--- src/rtl/hpc3_rnd_gen.sv ---
// Fresh-randomness source for HPC3 masked gadgets: NL parallel xorshift128 lanes,
// seeded word by word over a valid/ready port, one RND_W-bit draw per enabled cycle.
module hpc3_rnd_gen #(
   parameter  int security_order = 1,
   localparam int RND_W          = security_order * (security_order + 1),
   localparam int NL             = (RND_W + 31) / 32
) (
   input  logic             clk,
   input  logic             rst_n,
   input  logic [31:0]      seed_in,
   input  logic             seed_valid,
   output logic             seed_ready,
   input  logic             reseed,
   input  logic             en,
   output logic [RND_W-1:0] r,
   output logic             r_valid,
   output logic             seeded
);

   localparam int NWORDS = 4 * NL;
   localparam int CNT_W  = $clog2(NWORDS);
   localparam logic [CNT_W-1:0] LAST_WORD = CNT_W'(NWORDS - 1);

   // Word index inside a lane: 0 = x, 1 = y, 2 = z, 3 = w.
   typedef logic [3:0][31:0] lane_t;
   typedef enum logic {ST_LOAD = 1'b0, ST_RUN = 1'b1} state_t;

   function automatic lane_t lane_step(input lane_t s);
      logic [31:0] t;
      lane_t       n;
      t    = s[0] ^ (s[0] << 5'd11);
      n[0] = s[1];
      n[1] = s[2];
      n[2] = s[3];
      n[3] = s[3] ^ (s[3] >> 5'd19) ^ t ^ (t >> 5'd8);
      return n;
   endfunction

   state_t             state_q, state_d;
   logic [CNT_W-1:0]   cnt_q, cnt_d;
   lane_t [NL-1:0]     lane_q, lane_d;
   logic [RND_W-1:0]   r_q, r_d;
   logic               r_valid_q, r_valid_d;
   logic               seeded_q, seeded_d;
   logic               seed_ready_q, seed_ready_d;
   lane_t [NL-1:0]     stepped_s;
   logic [RND_W-1:0]   draw_s;
   logic               hs_s;

   assign hs_s       = seed_valid & seed_ready_q;
   assign seed_ready = seed_ready_q;
   assign seeded     = seeded_q;
   assign r          = r_q;
   assign r_valid    = r_valid_q;

   // Candidate next state of every lane for an enabled step.
   always_comb begin
      stepped_s = lane_q;
      for (int i = 0; i < NL; i++) begin
         stepped_s[i] = lane_step(lane_q[i]);
      end
   end

   // Draw = low RND_W bits of the concatenated new w words, lane 0 lowest.
   always_comb begin
      draw_s = '0;
      for (int b = 0; b < RND_W; b++) begin
         draw_s[b] = stepped_s[b / 32][3][b % 32];
      end
   end

   // Next-state logic: reseed beats everything, then load or run behaviour.
   always_comb begin
      state_d   = state_q;
      cnt_d     = cnt_q;
      lane_d    = lane_q;
      r_d       = r_q;
      r_valid_d = 1'b0;
      if (reseed) begin
         state_d = ST_LOAD;
         cnt_d   = '0;
      end else begin
         case (state_q)
            ST_LOAD: begin
               if (hs_s) begin
                  for (int i = 0; i < NL; i++) begin
                     for (int j = 0; j < 4; j++) begin
                        lane_d[i][j] = (cnt_q == CNT_W'(4 * i + j)) ? seed_in : lane_q[i][j];
                     end
                  end
                  if (cnt_q == LAST_WORD) begin
                     state_d = ST_RUN;
                     cnt_d   = '0;
                     // An all-zero xorshift state is a fixed point; kick it out.
                     for (int i = 0; i < NL; i++) begin
                        lane_d[i][3] = (lane_d[i] == '0) ? 32'h0000_0001 : lane_d[i][3];
                     end
                  end else begin
                     cnt_d = cnt_q + CNT_W'(1);
                  end
               end else begin
                  cnt_d = cnt_q;
               end
            end
            ST_RUN: begin
               if (en) begin
                  lane_d    = stepped_s;
                  r_d       = draw_s;
                  r_valid_d = 1'b1;
               end else begin
                  r_valid_d = 1'b0;
               end
            end
            default: begin
               state_d = ST_LOAD;
               cnt_d   = '0;
            end
         endcase
      end
      seed_ready_d = (state_d == ST_LOAD);
      seeded_d     = (state_d == ST_RUN);
   end

   // State registers with synchronous active-low reset.
   always_ff @(posedge clk) begin
      if (!rst_n) begin
         state_q      <= ST_LOAD;
         cnt_q        <= '0;
         lane_q       <= '0;
         r_q          <= '0;
         r_valid_q    <= 1'b0;
         seeded_q     <= 1'b0;
         seed_ready_q <= 1'b1;
      end else begin
         state_q      <= state_d;
         cnt_q        <= cnt_d;
         lane_q       <= lane_d;
         r_q          <= r_d;
         r_valid_q    <= r_valid_d;
         seeded_q     <= seeded_d;
         seed_ready_q <= seed_ready_d;
      end
   end

endmodule

--- config.mk ---
export PLATFORM = sky130hd
export DESIGN_NAME = hpc3_rnd_gen
export DESIGN_NICKNAME = d
export VERILOG_FILES = /design/src/rtl/hpc3_rnd_gen.sv
export SDC_FILE = /design/constraint.sdc
export NUM_CORES = 1
export LEC_CHECK = 0
export BUFFER_PORTS_ARGS = -buffer_cell sky130_fd_sc_hd__buf_2
export CORE_ASPECT_RATIO = 0.9
export CORE_MARGIN = 5
export CORE_UTILIZATION = 34
export DETAILED_ROUTE_END_ITERATION = 8
export GPL_ROUTABILITY_DRIVEN = 0
export GPL_TIMING_DRIVEN = 0
export PLACE_DENSITY_LB_ADDON = 0.3
export REMOVE_ABC_BUFFERS = 1
export SLEW_MARGIN = 40
export SYNTH_ARGS = -nofsm -noshare
export SYNTH_HDL_FRONTEND = slang
export SYNTH_SLANG_ARGS = --single-unit
--- constraint.sdc ---
create_clock -name clk -period 2.49 [get_ports clk]
set_input_delay 0.498 -clock clk [delete_from_list [all_inputs] [get_ports clk]]
set_output_delay 0.498 -clock clk [all_outputs]
set_load 0.03 [all_outputs]
; ---- Yosys cells after proc, flatten, opt, wreduce, memory -nomap -nowiden
; Index checks and enable logic that the tools add are counted.
[op_classes]
add_sub_neg = 1
n_mul = 0
n_div = 0
magnitude_cmp = 0
n_eq_ne = 5
shifts = 0
muxes = 15
n_bitwise = 9
n_reduce_logical = 7
[ops]
columns = cell, n
row1 = two-way mux 128 bit, 2
row2 = case mux 128 bit (2 select lines), 1
row3 = two-way mux 32 bit, 6
row4 = zero test 128 bit, 1
row5 = bitwise XOR 32 bit, 2
row6 = bitwise XOR 32 x 13 -> 32 bit, 1
row7 = bitwise XOR 32 x 24 -> 32 bit, 1
row8 = AND reduction 3 bit, 2
row9 = two-way mux 1 bit, 5
row10 = equality test 2 bit (second input constant), 2
row11 = inequality test 2 bit (second input constant), 2
row12 = NOT 1 bit, 4
row13 = OR reduction 3 bit, 1
row14 = adder 2 x 1 -> 2 bit (second input constant), 1
row15 = equality test 2 x 1 -> 1 bit (second input constant), 1
row16 = zero test 2 bit, 1
row17 = two-way mux 2 bit, 1
row18 = AND reduction 2 bit, 1
row19 = OR reduction 2 bit, 1
row20 = AND 1 bit, 1
[totals]
regBits = 135
latch_bits = 0
ramBits = 0
romBits = 0
out_inout_bits = 5
memories = 0

; ---- Longest topological paths before layout
[depth]
depth_word = 7
depth_mapped = 9
depth_no_buf = 7

; ---- Worst setup path before layout
; No wires, ideal clock.
[synth_timing]
kind = register to register
from = register cnt_q[0]
to = register lane_q[96] in the netlist's numbering
arrival_ns = 1.936
path_slack_ns = 0.467
stages_incl_launch_ff = 9
n_path_buf = 1
period_less_slack_ns = 2.023
path_cell_list = dfxtp_1 > inv_1 > ha_1 > buf_2 > or4_1 > o22a_1 > nor4_2 > nand4_1 > o31ai_1
[synth_via]
elab_chain_cells = 7
word_cells_on_any_way = 13
[synth_lines]
columns = element, line_no
row1 = from (decl), 40  ; logic [CNT_W-1:0] cnt_q, cnt_d;
row2 = from (signal assigned), 136  ; cnt_q <= cnt_d;
row3 = "equality test 2 x 1 -> 1 bit, or another cell as far along", 88  ; lane_d[i][j] = (cnt_q == CNT_W'(4 * i + j)) ? seed_in : lane_q[i][j];
row4 = two-way mux 32 bit, 88
row5 = zero test 128 bit, 96  ; lane_d[i][3] = (lane_d[i] == '0) ? 32'h0000_0001 : lane_d[i][3];
row6 = two-way mux 32 bit, 96
row7 = two-way mux 32 bit *, 91  ; if (cnt_q == LAST_WORD) begin
row8 = two-way mux 128 bit *, 85  ; if (hs_s) begin
row9 = case mux 128 bit (2 select lines) *, 83  ; case (state_q)
row10 = to (signal assigned), 137  ; lane_q <= lane_d;
row11 = to (decl), 41  ; lane_t [NL-1:0] lane_q, lane_d;
; Every way passes the cells marked *; elsewhere a longest branch is shown, timed or not. The select of a mux whose other input is x is not followed.
; A chain may end at the register's enable or synchronous reset.

==> out/qor.txt <==
Status: finished, final reports clean
Met3 routed WL: 2920 um
Final TNS setup: 0 ns
WHS: 0.423 ns
Worst path cell trace: nand2_1, a21o_4, buf_12, nor2_4, buf_8, o221a_1
Antenna violations before repair: 0
Synth top area share: 35.0%
Cts bufs inserted: 17
First-pass GRT wire length: 43600 um
Synth Area per Inst: 9.42 um^2
H-tree Lvls: 4
Post-synth EDFFs: 0
# hold bufs at CTS: 0
Total Power: 5.58 mW
Slowest-stage cell, CP: dfxtp_4
Internal: 4.06 mW
Data required, critical path: 2.86 ns
Global route overflow: 0
Final critical-path share of the clock period: 95.8%
Crit-path max cell delay: 0.55 ns
Seq/Total Area, Yosys: 35.0%
Post-synth ARST share: 0%
DP Cell Count: 1087
WL met1: 12500 um
Die area: 25800 um^2
CP endpoint kind: register
Hold Crit Class: input port to register
Combinational share of power: 13.4%
Power per cell area: 611 nW/um^2
Antenna violation net count after detailed routing: 0
CP Launch Type: register
Top FF cell, synth: dfxtp_1
Final hold viol count: 0
Final Cell Area: 9140 um^2
Filler cells: 2215
Clk sinks: 135
Largest buffer count on any clock path: 2
IO Port Bufs: 41
Sw Ratio: 27.3%
Layout area overhead: 18.3%
Final std cells w/o fill: 1133
Die Y: 153 um
Reg power frac: 41.2%
Metal2 WL: 12800 um
Critical path type: register to register
DR top layer: met4
Row count: 52
Ranking of synthesized cells by area: dfxtp_1 (35%), o221a_1 (14%), a2bb2oi_1 (7.3%)
Diode count: 0
Via count: 7275
Distinct cells, synth: 51
Most common cell after layout, fill and taps aside: dfxtp_1
Kind of cell adding the most delay to the critical path: simple AND/OR/NAND/NOR gates
Maximum VDD drop: 0.336 mV
Clock Latency Late Sink: 0.43 ns
Clk slew on worst S/H paths: 0.06 ns
Dpl ws: -0.161 ns
F_max: 419 MHz
Sw Pwr: 1.53 mW
Post-DR vias/cell: 6.42
Arrival time worst endpoint: 2.76 ns
Synth area leader: dfxtp_1
Final Max Slew Viols: 0
Clk network pwr share: 45.3%
Util after Layout: 40.7%
Most frequent cells in the layout: dfxtp_1 (132), o221a_1 (99), a2bb2oi_1 (64)
Iter 0 DRT Violations: 853
Post-Syn Area: 7720 um^2
Lkg Pwr: 3.37 nW
Worst Max-Slew Pin Slew: 0.731 ns
Overall Global Routing Usage: 21.6%
Post-Place Cell Area: 8350 um^2
Nets: 864
CORE AREA: 22400 um^2
Post-DP HPWL: 18700 um
Layout cells sized above 1: 14.5%
CTS tree: built
Max-slew headroom: 51.1%
Pin count of the biggest net entering global routing: 81
Final Critical Period: 2.39 ns
Io pins: 42
Bufs and invs on worst path: 2
Synth warn: 0
Starting density of the core: 34.4%
Post-synthesis cell count: 820
DRT Wirelength: 28900 um
Final Skew: 0.00731 ns
WL per Instance: 25.5 um
Die Width: 169 um
Root Buffer Master: clkbuf_16
DRC: 0
Max-Cap Viols: 0
Setup ws final: 0.104 ns
Yosys reg bits: 135
Finish-stage setup viols: 0
Vias in the first global route: 6856
Worst-path maximum fanout: 37
Pre-Repair DR Iteration Count: 5
[power groups by stage]
stage,Clock (mW),Sequential [mW],Combinational (mW)
2_1_floorplan,0,2.31,0.444
3_3_place_gp,0,2.34,0.681
3_5_place_dp,0,2.34,0.716
4_1_cts,2.56,2.30,0.724
5_1_grt,2.66,2.30,0.801
6_report,2.53,2.30,0.751
[layer usage]
metal	up-vias	global-route usage [%]
met2	416	31.4
met1	3548	31.5
met5	-	0
met4	0	7.19
li1	3259	-
met3	52	5.01
[tightest hold or removal path, stage by stage]
cell	delay [ns]
buf_2	0.07
nand2_1	0.13
nor2_1	0.12
[cells in the mapped netlist (all sizes together) (6+ instances only)]
| cell type | n |
|---|---|
| a2bb2oi | 64 |
| o221ai | 11 |
| nand4 | 8 |
| nand2 | 18 |
| clkbuf | 68 |
| nor3b | 16 |
| a21oi | 45 |
| buf | 16 |
| o22ai | 18 |
| nor4 | 26 |
| nor2 | 55 |
| inv | 10 |
| nor3 | 21 |
| o221a | 99 |
| xor2 | 26 |
| nand3 | 9 |
| xnor3 | 6 |
| o22a | 29 |
| o21ai | 32 |
| mux2i | 22 |
| dfxtp | 135 |
| xnor2 | 46 |
[cell families after synthesis]
group | count (synthesis) | share of synthesized area (%)
xor+xnor | 78 | 9.92
flops | 135 | 35.0
compound gates | 315 | 34.5
simple gates | 172 | 12.3
fa+ha+maj | 4 | 0.648
mux | 22 | 2.85
buf+inv | 94 | 4.80
[flip-flops by register name (all words and copies together) (netlist names)]
register    cells
seed_ready      1
cnt_q           2
r               2
r_valid         1
seeded          1
lane_q        128
[final cells by class]
class / instances / area, um^2 / share of cell area [%]
multi-input combinational: 591 / 4760 / 52.1
timing repair buffer: 68 / 668 / 7.31
sequential: 135 / 2710 / 29.7
clock buffer: 19 / 453 / 4.96
inverter: 10 / 45.0 / 0.493
tap: 297 / 372 / 4.07
clock inverter: 13 / 129 / 1.41
[what timing repair did]
| item | 4_1_cts | 5_1_grt |
|---|---|---|
| setup buffers | 5 | 9 |
| gates resized for setup | 2 | 3 |
| gates cloned | 0 | 0 |
| setup endpoints to repair | 72 | 1 |
| pin swaps | 3 | 1 |
[path summary, 6_finish.rpt]
path | slack, ns | cells after the start | from | end
worst min-delay path | 0.42 | 3 | en | r_valid
worst max-delay path | 0.10 | 6 | seeded | lane_q[11]
worst min register to register | 0.50 | 1 | r[0] | r[0]
worst max register to register | 0.10 | 6 | seeded | lane_q[11]
Note: power is estimated with default switching activity, not from simulation.
